## config.mk

```make
export PLATFORM = sky130hd
export DESIGN_NAME = cla_adder_pipe_flat
export DESIGN_NICKNAME = d
export VERILOG_FILES = /design/src/rtl/cla_adder_pipe_if.sv /design/src/rtl/cla_adder_pipe.sv /design/src/flat_wrapper.sv
export SDC_FILE = /design/constraint.sdc
export NUM_CORES = 1
export LEC_CHECK = 0
export CAP_MARGIN = 5
export CORE_ASPECT_RATIO = 1.2
export CORE_UTILIZATION = 53
export CTS_CLUSTER_SIZE = 28
export DETAILED_ROUTE_END_ITERATION = 6
export PLACE_DENSITY = 0.88
export RECOVER_POWER = 100
export SLEW_MARGIN = 10
export SYNTH_ARGS = -nofsm -noshare
export SYNTH_HDL_FRONTEND = slang
export SYNTH_SLANG_ARGS = --single-unit
```

## constraint.sdc

```tcl
create_clock -name clk -period 7.5 [get_ports clk]
set_clock_uncertainty 0.15 [all_clocks]
set_input_delay 1.5 -clock clk [delete_from_list [all_inputs] [get_ports clk]]
set_output_delay 1.5 -clock clk [all_outputs]
set_load 0.02 [all_outputs]
```

## src/rtl/cla_adder_pipe_if.sv

```systemverilog
// Operand/result bundle for cla_adder_pipe.
//   slave  : the adder side (consumes in_valid/a/b/cin/sub/out_ready,
//            drives in_ready/out_valid/sum/cout/ovf)
//   master : the producer/consumer side, the mirror image of slave
interface cla_adder_pipe_if #(
  parameter int unsigned WIDTH = 16
) ();
  logic             in_valid;
  logic             in_ready;
  logic [WIDTH-1:0] a;
  logic [WIDTH-1:0] b;
  logic             cin;
  logic             sub;
  logic             out_valid;
  logic             out_ready;
  logic [WIDTH-1:0] sum;
  logic             cout;
  logic             ovf;

  modport slave (
    input  in_valid, a, b, cin, sub, out_ready,
    output in_ready, out_valid, sum, cout, ovf
  );

  modport master (
    output in_valid, a, b, cin, sub, out_ready,
    input  in_ready, out_valid, sum, cout, ovf
  );
endinterface

```

## src/rtl/cla_adder_pipe.sv

```systemverilog
// Pipelined carry-lookahead adder/subtractor.
// Operands are split into 4-bit CLA groups; a second lookahead level combines the
// group propagate/generate terms. The groups are spread evenly over STAGES register
// stages, each stage resolving its groups from the carry registered by the stage
// before it. Latency is STAGES cycles, throughput one beat per cycle.
// Ports:
//   clk  - clock, rising edge
//   rst  - synchronous active-high reset, drops every beat in flight
//   bus  - cla_adder_pipe_if.slave: in_valid/in_ready/a/b/cin/sub on the input side,
//          out_valid/out_ready/sum/cout/ovf on the output side
module cla_adder_pipe #(
  parameter int unsigned WIDTH  = 16,
  parameter int unsigned STAGES = 2
) (
  input logic             clk,
  input logic             rst,
  cla_adder_pipe_if.slave bus
);

  localparam int unsigned NumGroups   = WIDTH / 4;
  localparam int unsigned GrpPerStage = NumGroups / STAGES;

  // Per-stage pipeline registers. b_q holds the effective operand (already inverted
  // for subtraction) so later stages never need to know about sub.
  logic [STAGES-1:0]            v_d, v_q;
  logic [STAGES-1:0]            c_d, c_q;
  logic [STAGES-1:0][WIDTH-1:0] a_d, a_q;
  logic [STAGES-1:0][WIDTH-1:0] b_d, b_q;
  logic [STAGES-1:0][WIDTH-1:0] s_d, s_q;
  logic [STAGES-1:0]            ovf_s;
  logic                         ovf_d, ovf_q;
  logic                         en;

  // Every stage advances together; a stalled output freezes the whole pipe.
  assign en           = bus.out_ready | ~v_q[STAGES-1];
  assign bus.in_ready = en;

  for (genvar k = 0; k < STAGES; k++) begin : g_stage
    localparam int unsigned BaseGrp = k * GrpPerStage;

    logic             vi;
    logic             ci;
    logic [WIDTH-1:0] ai;
    logic [WIDTH-1:0] bi;
    logic [WIDTH-1:0] si;

    if (k == 0) begin : g_first
      assign vi = bus.in_valid;
      assign ai = bus.a;
      assign bi = bus.sub ? ~bus.b : bus.b;
      assign ci = bus.sub | bus.cin;
      assign si = '0;
    end else begin : g_next
      assign vi = v_q[k-1];
      assign ai = a_q[k-1];
      assign bi = b_q[k-1];
      assign ci = c_q[k-1];
      assign si = s_q[k-1];
    end

    logic [GrpPerStage-1:0] pg;
    logic [GrpPerStage-1:0] gg;
    logic [GrpPerStage:0]   gc;
    logic [WIDTH-1:0]       so;
    logic [3:0]             p;
    logic [3:0]             g;
    logic [3:0]             c;
    logic                   t;
    logic                   acc;
    logic                   c_msb;

    always_comb begin
      pg    = '0;
      gg    = '0;
      gc    = '0;
      so    = si;
      p     = '0;
      g     = '0;
      c     = '0;
      t     = 1'b0;
      acc   = 1'b0;
      c_msb = 1'b0;

      // Group propagate/generate.
      for (int j = 0; j < int'(GrpPerStage); j++) begin
        p     = ai[4*(int'(BaseGrp)+j) +: 4] ^ bi[4*(int'(BaseGrp)+j) +: 4];
        g     = ai[4*(int'(BaseGrp)+j) +: 4] & bi[4*(int'(BaseGrp)+j) +: 4];
        pg[j] = &p;
        gg[j] = g[3] | (p[3] & g[2]) | (p[3] & p[2] & g[1]) | (p[3] & p[2] & p[1] & g[0]);
      end

      // Second lookahead level: each group carry is a flat sum of products over the
      // stage's pg/gg terms and the incoming stage carry.
      gc[0] = ci;
      for (int j = 0; j < int'(GrpPerStage); j++) begin
        acc = ci;
        for (int m = 0; m <= j; m++) acc = acc & pg[m];
        for (int m = 0; m <= j; m++) begin
          t = gg[m];
          for (int n = m + 1; n <= j; n++) t = t & pg[n];
          acc = acc | t;
        end
        gc[j+1] = acc;
      end

      // In-group 4-bit lookahead and sum bits.
      for (int j = 0; j < int'(GrpPerStage); j++) begin
        p    = ai[4*(int'(BaseGrp)+j) +: 4] ^ bi[4*(int'(BaseGrp)+j) +: 4];
        g    = ai[4*(int'(BaseGrp)+j) +: 4] & bi[4*(int'(BaseGrp)+j) +: 4];
        c[0] = gc[j];
        c[1] = g[0] | (p[0] & c[0]);
        c[2] = g[1] | (p[1] & g[0]) | (p[1] & p[0] & c[0]);
        c[3] = g[2] | (p[2] & g[1]) | (p[2] & p[1] & g[0]) | (p[2] & p[1] & p[0] & c[0]);
        so[4*(int'(BaseGrp)+j) +: 4] = p ^ c;
        c_msb = c[3];
      end
    end

    assign v_d[k]   = vi;
    assign a_d[k]   = ai;
    assign b_d[k]   = bi;
    assign s_d[k]   = so;
    assign c_d[k]   = gc[GrpPerStage];
    // Only meaningful in the last stage, where c_msb is the carry into bit WIDTH-1.
    assign ovf_s[k] = c_msb ^ gc[GrpPerStage];
  end

  assign ovf_d = ovf_s[STAGES-1];

  always_ff @(posedge clk) begin
    if (rst) begin
      v_q   <= '0;
      c_q   <= '0;
      a_q   <= '0;
      b_q   <= '0;
      s_q   <= '0;
      ovf_q <= 1'b0;
    end else if (en) begin
      v_q   <= v_d;
      c_q   <= c_d;
      a_q   <= a_d;
      b_q   <= b_d;
      s_q   <= s_d;
      ovf_q <= ovf_d;
    end
  end

  assign bus.out_valid = v_q[STAGES-1];
  assign bus.sum       = s_q[STAGES-1];
  assign bus.cout      = c_q[STAGES-1];
  assign bus.ovf       = ovf_q;

  // Operand bits already resolved (and the whole last-stage operand copy) are dead.
  logic unused_ops;
  assign unused_ops = ^{a_q, b_q, ovf_s};

endmodule

```

## src/flat_wrapper.sv

```systemverilog
// flat-port wrapper written by rule: the top's interface ports become plain ports
module cla_adder_pipe_flat 
#(
  parameter int unsigned WIDTH  = 16,
  parameter int unsigned STAGES = 2
)
  (clk, rst, bus_in_valid, bus_a, bus_b, bus_cin, bus_sub, bus_out_ready, bus_in_ready, bus_out_valid, bus_sum, bus_cout, bus_ovf);
  cla_adder_pipe_if #(.WIDTH(WIDTH)) bus_i ();
  input logic clk;
  input logic rst;
  input wire logic [$bits(bus_i.in_valid)-1:0] bus_in_valid;
  input wire logic [$bits(bus_i.a)-1:0] bus_a;
  input wire logic [$bits(bus_i.b)-1:0] bus_b;
  input wire logic [$bits(bus_i.cin)-1:0] bus_cin;
  input wire logic [$bits(bus_i.sub)-1:0] bus_sub;
  input wire logic [$bits(bus_i.out_ready)-1:0] bus_out_ready;
  output wire logic [$bits(bus_i.in_ready)-1:0] bus_in_ready;
  output wire logic [$bits(bus_i.out_valid)-1:0] bus_out_valid;
  output wire logic [$bits(bus_i.sum)-1:0] bus_sum;
  output wire logic [$bits(bus_i.cout)-1:0] bus_cout;
  output wire logic [$bits(bus_i.ovf)-1:0] bus_ovf;
  assign bus_i.in_valid = bus_in_valid;
  assign bus_i.a = bus_a;
  assign bus_i.b = bus_b;
  assign bus_i.cin = bus_cin;
  assign bus_i.sub = bus_sub;
  assign bus_i.out_ready = bus_out_ready;
  assign bus_in_ready = bus_i.in_ready;
  assign bus_out_valid = bus_i.out_valid;
  assign bus_sum = bus_i.sum;
  assign bus_cout = bus_i.cout;
  assign bus_ovf = bus_i.ovf;
  cla_adder_pipe #(.WIDTH(WIDTH), .STAGES(STAGES)) u_core (.clk(clk), .rst(rst), .bus(bus_i));
endmodule
```

==> run metrics <==
fill count=between 300 and 400; row count=26; Pre-antenna DRT Iters=4; total power=roughly 0.66 mW; CTS tree=built; PD cells=216.4 mW/mm2; Seq/Total Area, Yosys=between 30% and 40%; H-tree Lvls=2; Int Pwr=about 0.48 mW; number of port buffers=57; synth-to-layout area growth=30.58%; syn nets=between 300 and 400; RSZ-0062 raised after global routing=false; DRT Wirelength=4896 um; switching share of power=a little over a quarter; R2R Path End=u_core.bus.sum[14]; gr busiest metal=met2; via count=slightly above 2000; commonest non-fill, non-tap cells in the layout=nand2_1, dfxtp_1, clkdlybuf4s50_1, a21oi_1, dlygate4sd3_1; Clk network pwr share=roughly a third; worst hold path class=register to register; IO Pins=58; maxcap violations=2; Comb power frac=25.0%; peak supply drop=between 0.0001 and 0.00015 V; RR Startpoint=u_core.v_q[1]; grt met1 use=22.92%; HP Start=u_core.bus.sum[12]; largest cells by area after synthesis=dfxtp_1, ha_1, nand2_1; Cells after Synth=around 270; fmax=between 150 and 200 MHz; Yosys cell types=40; Worst-Margin Slew=around 2.0 ns; DRC viols=0; Vias/cell=between 5 and 6; post-CTS setup buffers=0; violated checks=capacitance limit, slew limit; Seq pwr share=around 43%; largest net degree at the start of global routing=52; Die Ht=~75 um; Worst Path Required=~5.9 ns; endpoint class of the critical path=output pin; initial antenna violation count=0; R2R depth=6; cell area after synthesis=0.002332 mm2; Final min period=a little under 6 ns; Setup Viol. Count Final=0; Clock Sinks=45; drt wl/cell=12.99 um; final cycle utilization of the critical path=between 70% and 80%; vias in the first global route=2020; DRT iter0 DRCs=between 80 and 90; P_leak=around 1.3 nW; gr usage total=22.83%; PostCTS Resize Cnt=0; CP max FO=40; clock-pin slew on the worst setup and hold paths=around 0.08 ns; status=complete, but fails checks; grt met2 use=46.74%; switching pwr=~0.18 mW; cell taking the most area after synthesis=dfxtp_1; DP Area=around 0.003 mm2; Yosys top cell area share=about 39%; Core Region=approximately 0.0042 mm2; number of synthesized register bits=45; hold buffers post-CTS=0; Slew HR=-35.89%; Max Transition Viols Final=93; routability cong.=0.7965; Final TNS setup=0 ns; CP startpoint kind=input port; Final ANT Viol Nets=0; clock root cell=clkbuf_8; die width=around 63 um; CTS buffer count=5; Die ar.=0.004671 mm2; GRT overflow=0; fraction of layout cells with a size suffix above 1=~4.4%; Initial Util=a little under three fifths; syn_area_per_cell=~8.7 um2; clock tree buffer depth=2; nets@finish=approximately 380; Reg2Reg Setup Slack=roughly 3.7 ns; worst hold path depth=2; worst-skew pair later-pin latency=approximately 0.3 ns; first-pass GRT wire length=8376 um; Detail Placement HPWL=approximately 3500 um; Final Hold Vio Count=0; met3 Use GR=around 4.2%; commonest non-fill, non-tap cell in the layout=nand2_1; WP data arrival=4.20 ns; Synth Warn #=0; worst setup path startpoint=bus_out_ready; hold worst-path end=u_core.bus.sum[12]; Setup Crit Path Kind=input port to output pin; ANT cells=0; Post-Layout Inst Area=~0.0030 mm2
-- layer usage --
metal | wire [um] | part of all wire, %
met1 | 1966 | 40
met2 | 2639 | 54
met3 | 194 | 4.0
met4 | 95 | 1.9
met5 | 0 | 0
-- layout make-up --
cell class,count,area [um2],share of cell area [%]
multi-input cells,199,1321,43.39
flip-flops and latches,45,900.9,29.58
repair buffers,60,585.6,19.23
well taps,56,70.07,2.301
clock buffers,5,68.82,2.260
clock inverters,3,65.06,2.136
inverters,9,33.78,1.109
-- sequential cells by signal (all words and copies together) (netlist names) --
signal             cells
u_core.g_stage.si      8
u_core.g_stage.bi      8
u_core.c_q             2
u_core.bus.sum        16
u_core.g_stage.ai      8
u_core.bus.ovf         1
u_core.v_q             2
-- kinds of logic after synthesis --
kind of cell               share of synthesized area [%]
and+or+nand+nor                                    18.46
AOI/OAI and AO/OA                                  17.33
DFF                                                38.63
xor gates and xnor gates                           9.013
buffers and inverters                              4.560
adders and majority gates                          12.02
-- metrics by stage --
| step | instances | setup slack (ns) | hold WS (ns) | util [%] |
|---|---|---|---|---|
| after floorplan | 268 | 3.634 | 0.2819 | - |
| after CTS | 377 | 2.690 | 0.3050 | 72.28 |
| after global routing | 377 | 1.376 | 0.3215 | 72.01 |
| final | 377 | 1.648 | 0.2997 | 72.01 |
| after global placement | 369 | 2.712 | 0.2882 | 69.11 |
| after detailed placement | 369 | 2.601 | 0.2931 | 69.11 |
-- worst max-delay path by stage --
stage	to	slack [ns]	cells after the start
floorplan	bus_in_ready	3.63	3
global placement	bus_in_ready	2.71	5
detailed placement	u_core.g_stage[1].si[4]	2.60	9
CTS	bus_in_ready	2.69	5
global route	bus_in_ready	1.38	5
finish	bus_in_ready	1.65	5
-- synthesized netlist by cell type (all sizes together) --
library cell and instances:
nand2 52, dfxtp 45, a21oi 29, nor2 19, ha 16, a211oi 13, xnor2 13, xor2 11
clkbuf 8, nand3 8, buf 7, inv 7, a21o 4, fa 4, nand4 4, o21ai 4
nor4b 3, and3 2, clkinv 2, nor3 2, o21a 2, a2111oi 1, a21boi 1, a31oi 1
a41o 1, and2b 1, nor3b 1, nor4 1, o211ai 1, o31a 1, o31ai 1, o32ai 1
or3 1, or4 1
-- critical path, cell delays in order --
cell	delay [ns]
clkdlybuf4s50_1	0.39
and2b_1	0.18
clkbuf_1	1.24
clkinv_1	0.27
clkdlybuf4s50_1	0.62
-- power groups by stage --
stage          logic, mW  registers (mW)  clock network (mW)
6_report           0.165           0.280               0.215
5_1_grt            0.182           0.283               0.225
4_1_cts            0.171           0.281               0.216
3_5_place_dp       0.169           0.286                   0
3_3_place_gp       0.162           0.285                   0
2_1_floorplan     0.0940           0.297                   0
Power figures use the tool's default switching activity.
==> patch: new RTL, same flow settings <==
Make the reset (`rst`) asynchronous in one clocked block. Comments in the files are not updated.
--- a/src/rtl/cla_adder_pipe.sv
+++ b/src/rtl/cla_adder_pipe.sv
@@ -128,5 +128,5 @@
   assign ovf_d = ovf_s[STAGES-1];
 
-  always_ff @(posedge clk) begin
+  always_ff @(posedge clk or posedge rst) begin
     if (rst) begin
       v_q   <= '0;
Formal check against the unedited RTL: differs if rst is asserted again (counterexample within 4 cycles, from zero or initial values and one cycle with rst high); with rst held inactive, the same outputs for 10 cycles.
==> patch against the unedited design <==
The run still ends with max-capacitance violations, max-slew violations left. Synthesized cell count decreased by 2.2%. Via count decreased by 5.4%. Die area increased by 4.6%. Setup slack got worse by 0.14 ns. Maximum frequency decreased by 2.4%. Wire length decreased by 5.9%. Design area increased by 3.2%. Sequential cell count unchanged. Area after synthesis increased by 4.8%. Critical path type unchanged. Critical endpoint unchanged. Largest cell class unchanged. Highest routed layer unchanged.
Power is not compared: it rests on default switching activity, and its combinational part moved more than twofold at a synthesized area within 25%.
==> patch: results (changes against the unedited design) <==
[place]
portBuffers = 57  ; unchanged
hpwlAfterDp_um = 3340  ; -5.0%
post-place-cells = 365  ; -1.1%
gp_congestion = 0.819  ; +2.8%

[yosys]
yosysSeqAreaShare_pct = 46.1  ; +7.5 points
synthAdderAreaFrac_pct = 11.5  ; -0.55 points
synth_cells = 262  ; -2.2%
synthArstFlopShare_pct = 100  ; +100 points
synth_xor_area_share_pct = 8.96  ; -0.052 points
yosys-top-cells-count = nand2_1 (68), dfrtp_1 (45), nor2_1 (18), a21oi_1 (16), ha_1 (16)
yosysUniqueCellTypes = 35  ; -13%
synth_largest_area_cell = dfrtp_1
muxShareOfSynthArea_pct = 0  ; unchanged
synth_fp_nets = 320  ; -1.8%
yosysWarnings = 0  ; unchanged
synth-compound-area-share_pct = 12.1  ; -5.2 points
synthTopCellsByArea = dfrtp_1 (46%), nand2_1 (10%), ha_1 (8.2%)

[finish]
diodes = 0  ; unchanged
nFillCells = 319  ; -7.5%
drive_above_1_share_pct = 5.36  ; +1.0 points
largest_register_ffs = 16  ; unchanged

[routing]
via_per_inst = 5.17  ; -4.4%
initialDrtViolationCount = 82  ; -3.5%
wirelength_um = 4610  ; -5.9%
wl_per_cell_um = 12.3  ; -4.9%
dr.pass1.iters = 4  ; unchanged

[worst_setup_path]
path_max_fanout = 49  ; +23%
worst_ep_arrival_time_ns = 4.35  ; +0.15 ns
cp_slowest_cell = clkbuf_1
slowest_delay_ns = 1.16  ; -0.08 ns

[clock_tree]
ctsResizeCount = 0  ; unchanged
cts.clk_slew.worst_paths_ns = 0.08  ; about the same
clockBufferDepth = 2  ; unchanged
insertion_delay_ns = 0.30  ; about the same
cts_setup_buffers = 0  ; unchanged
clock-root-buffer = clkbuf_8
ctsHtreeMaxLevel = 2  ; unchanged
numCtsBuffers = 5  ; unchanged

[global_routing]
grt_pass1_vias = 1896  ; -6.1%
antenna_found_initial = 0  ; unchanged
grt_max_degree = 50  ; -3.8%
grt_usage_pct = 21.3  ; -1.5 points
grt_first_pass_wirelength_um = 8200  ; -2.1%

[run]
cap_violations = 2  ; unchanged

[worst_hold_path]
hold_class = register to register

[power_and_ir_drop]
p_leak_uw = 0.00144
ir_worst_vdd_mv = 0.146
p_switching_uw = 300

[status]
status = complete, but fails checks
violations = max-capacitance violations, max-slew violations

[sta]
relSlewSlack_pct = -7.91  ; +28 points
final-max-slew-violation-count = 89  ; -4.3%

==> patch: cell type report <==
class,count,area share (%)
clock buffers,7,3.07
flip-flops and latches,45,35.8
inverters,13,1.55
multi-input cells,192,38.7
repair buffers,59,18.5
well taps,56,2.23
clock inverters,1,0.159
==> patch: metal layers <==
layer	GRT usage [%]	up-vias	share of wire [%]	wire (µm)
met1	26.3	880	43	1970
met4	8.86	0	2.5	117
met3	4.19	14	4.6	210
li1	-	961	-	-
met2	35.9	72	50	2310
met5	0	-	0	0
==> patch: cells by family (layout without fill, tap and decap cells) <==
group / Yosys count / in the layout
flops: 45 / 45
simple gates: 102 / 102
compound gates: 45 / 45
xor+xnor: 25 / 25
fa+ha+maj: 20 / 20
buf+inv: 25 / 80
==> patch: final timing paths <==
| path | start | slack, ns | cells past startpoint | end |
|---|---|---|---|---|
| worst max-delay path | bus_out_ready | 1.50 | 6 | bus_in_ready |
| min in group asynchronous | rst | 1.99 | 2 | u_core.v_q[1] |
| worst min-delay path | u_core.bus.sum[0] | 0.31 | 2 | u_core.bus.sum[0] |
| max in group asynchronous | rst | 4.27 | 2 | u_core.bus.sum[1] |
| worst max register to register | u_core.v_q[1] | 4.88 | 6 | u_core.c_q[0] |
| worst min register to register | u_core.bus.sum[0] | 0.31 | 2 | u_core.bus.sum[0] |
==> patch: through the flow <==
| step | instance area (µm²) | setup WS [ns] | utilization (%) | power [µW] |
|---|---|---|---|---|
| detailed placement | 3050 | 2.40 | 70.5 | 709 |
| finish | 3140 | 1.50 | 72.6 | 848 |
| CTS | 3150 | 2.39 | 72.8 | 874 |
| floorplan | 2440 | 3.64 | - | 568 |
| global placement | 3050 | 2.40 | 70.5 | 695 |
| global route | 3140 | 1.22 | 72.6 | 907 |
==> patch: critical path: cells and delay by family <==
kind	cells	cell delay (ns)
AND/OR/NAND/NOR	1	0.10
buffers and inverters	5	2.73
==> patch: power groups by stage <==
stage	clock (µW)	combinational, µW	sequential (µW)
after floorplan	0	172	396
after global placement	0	344	351
after detailed placement	0	355	354
after CTS	166	358	350
after global routing	175	375	357
final	161	340	347
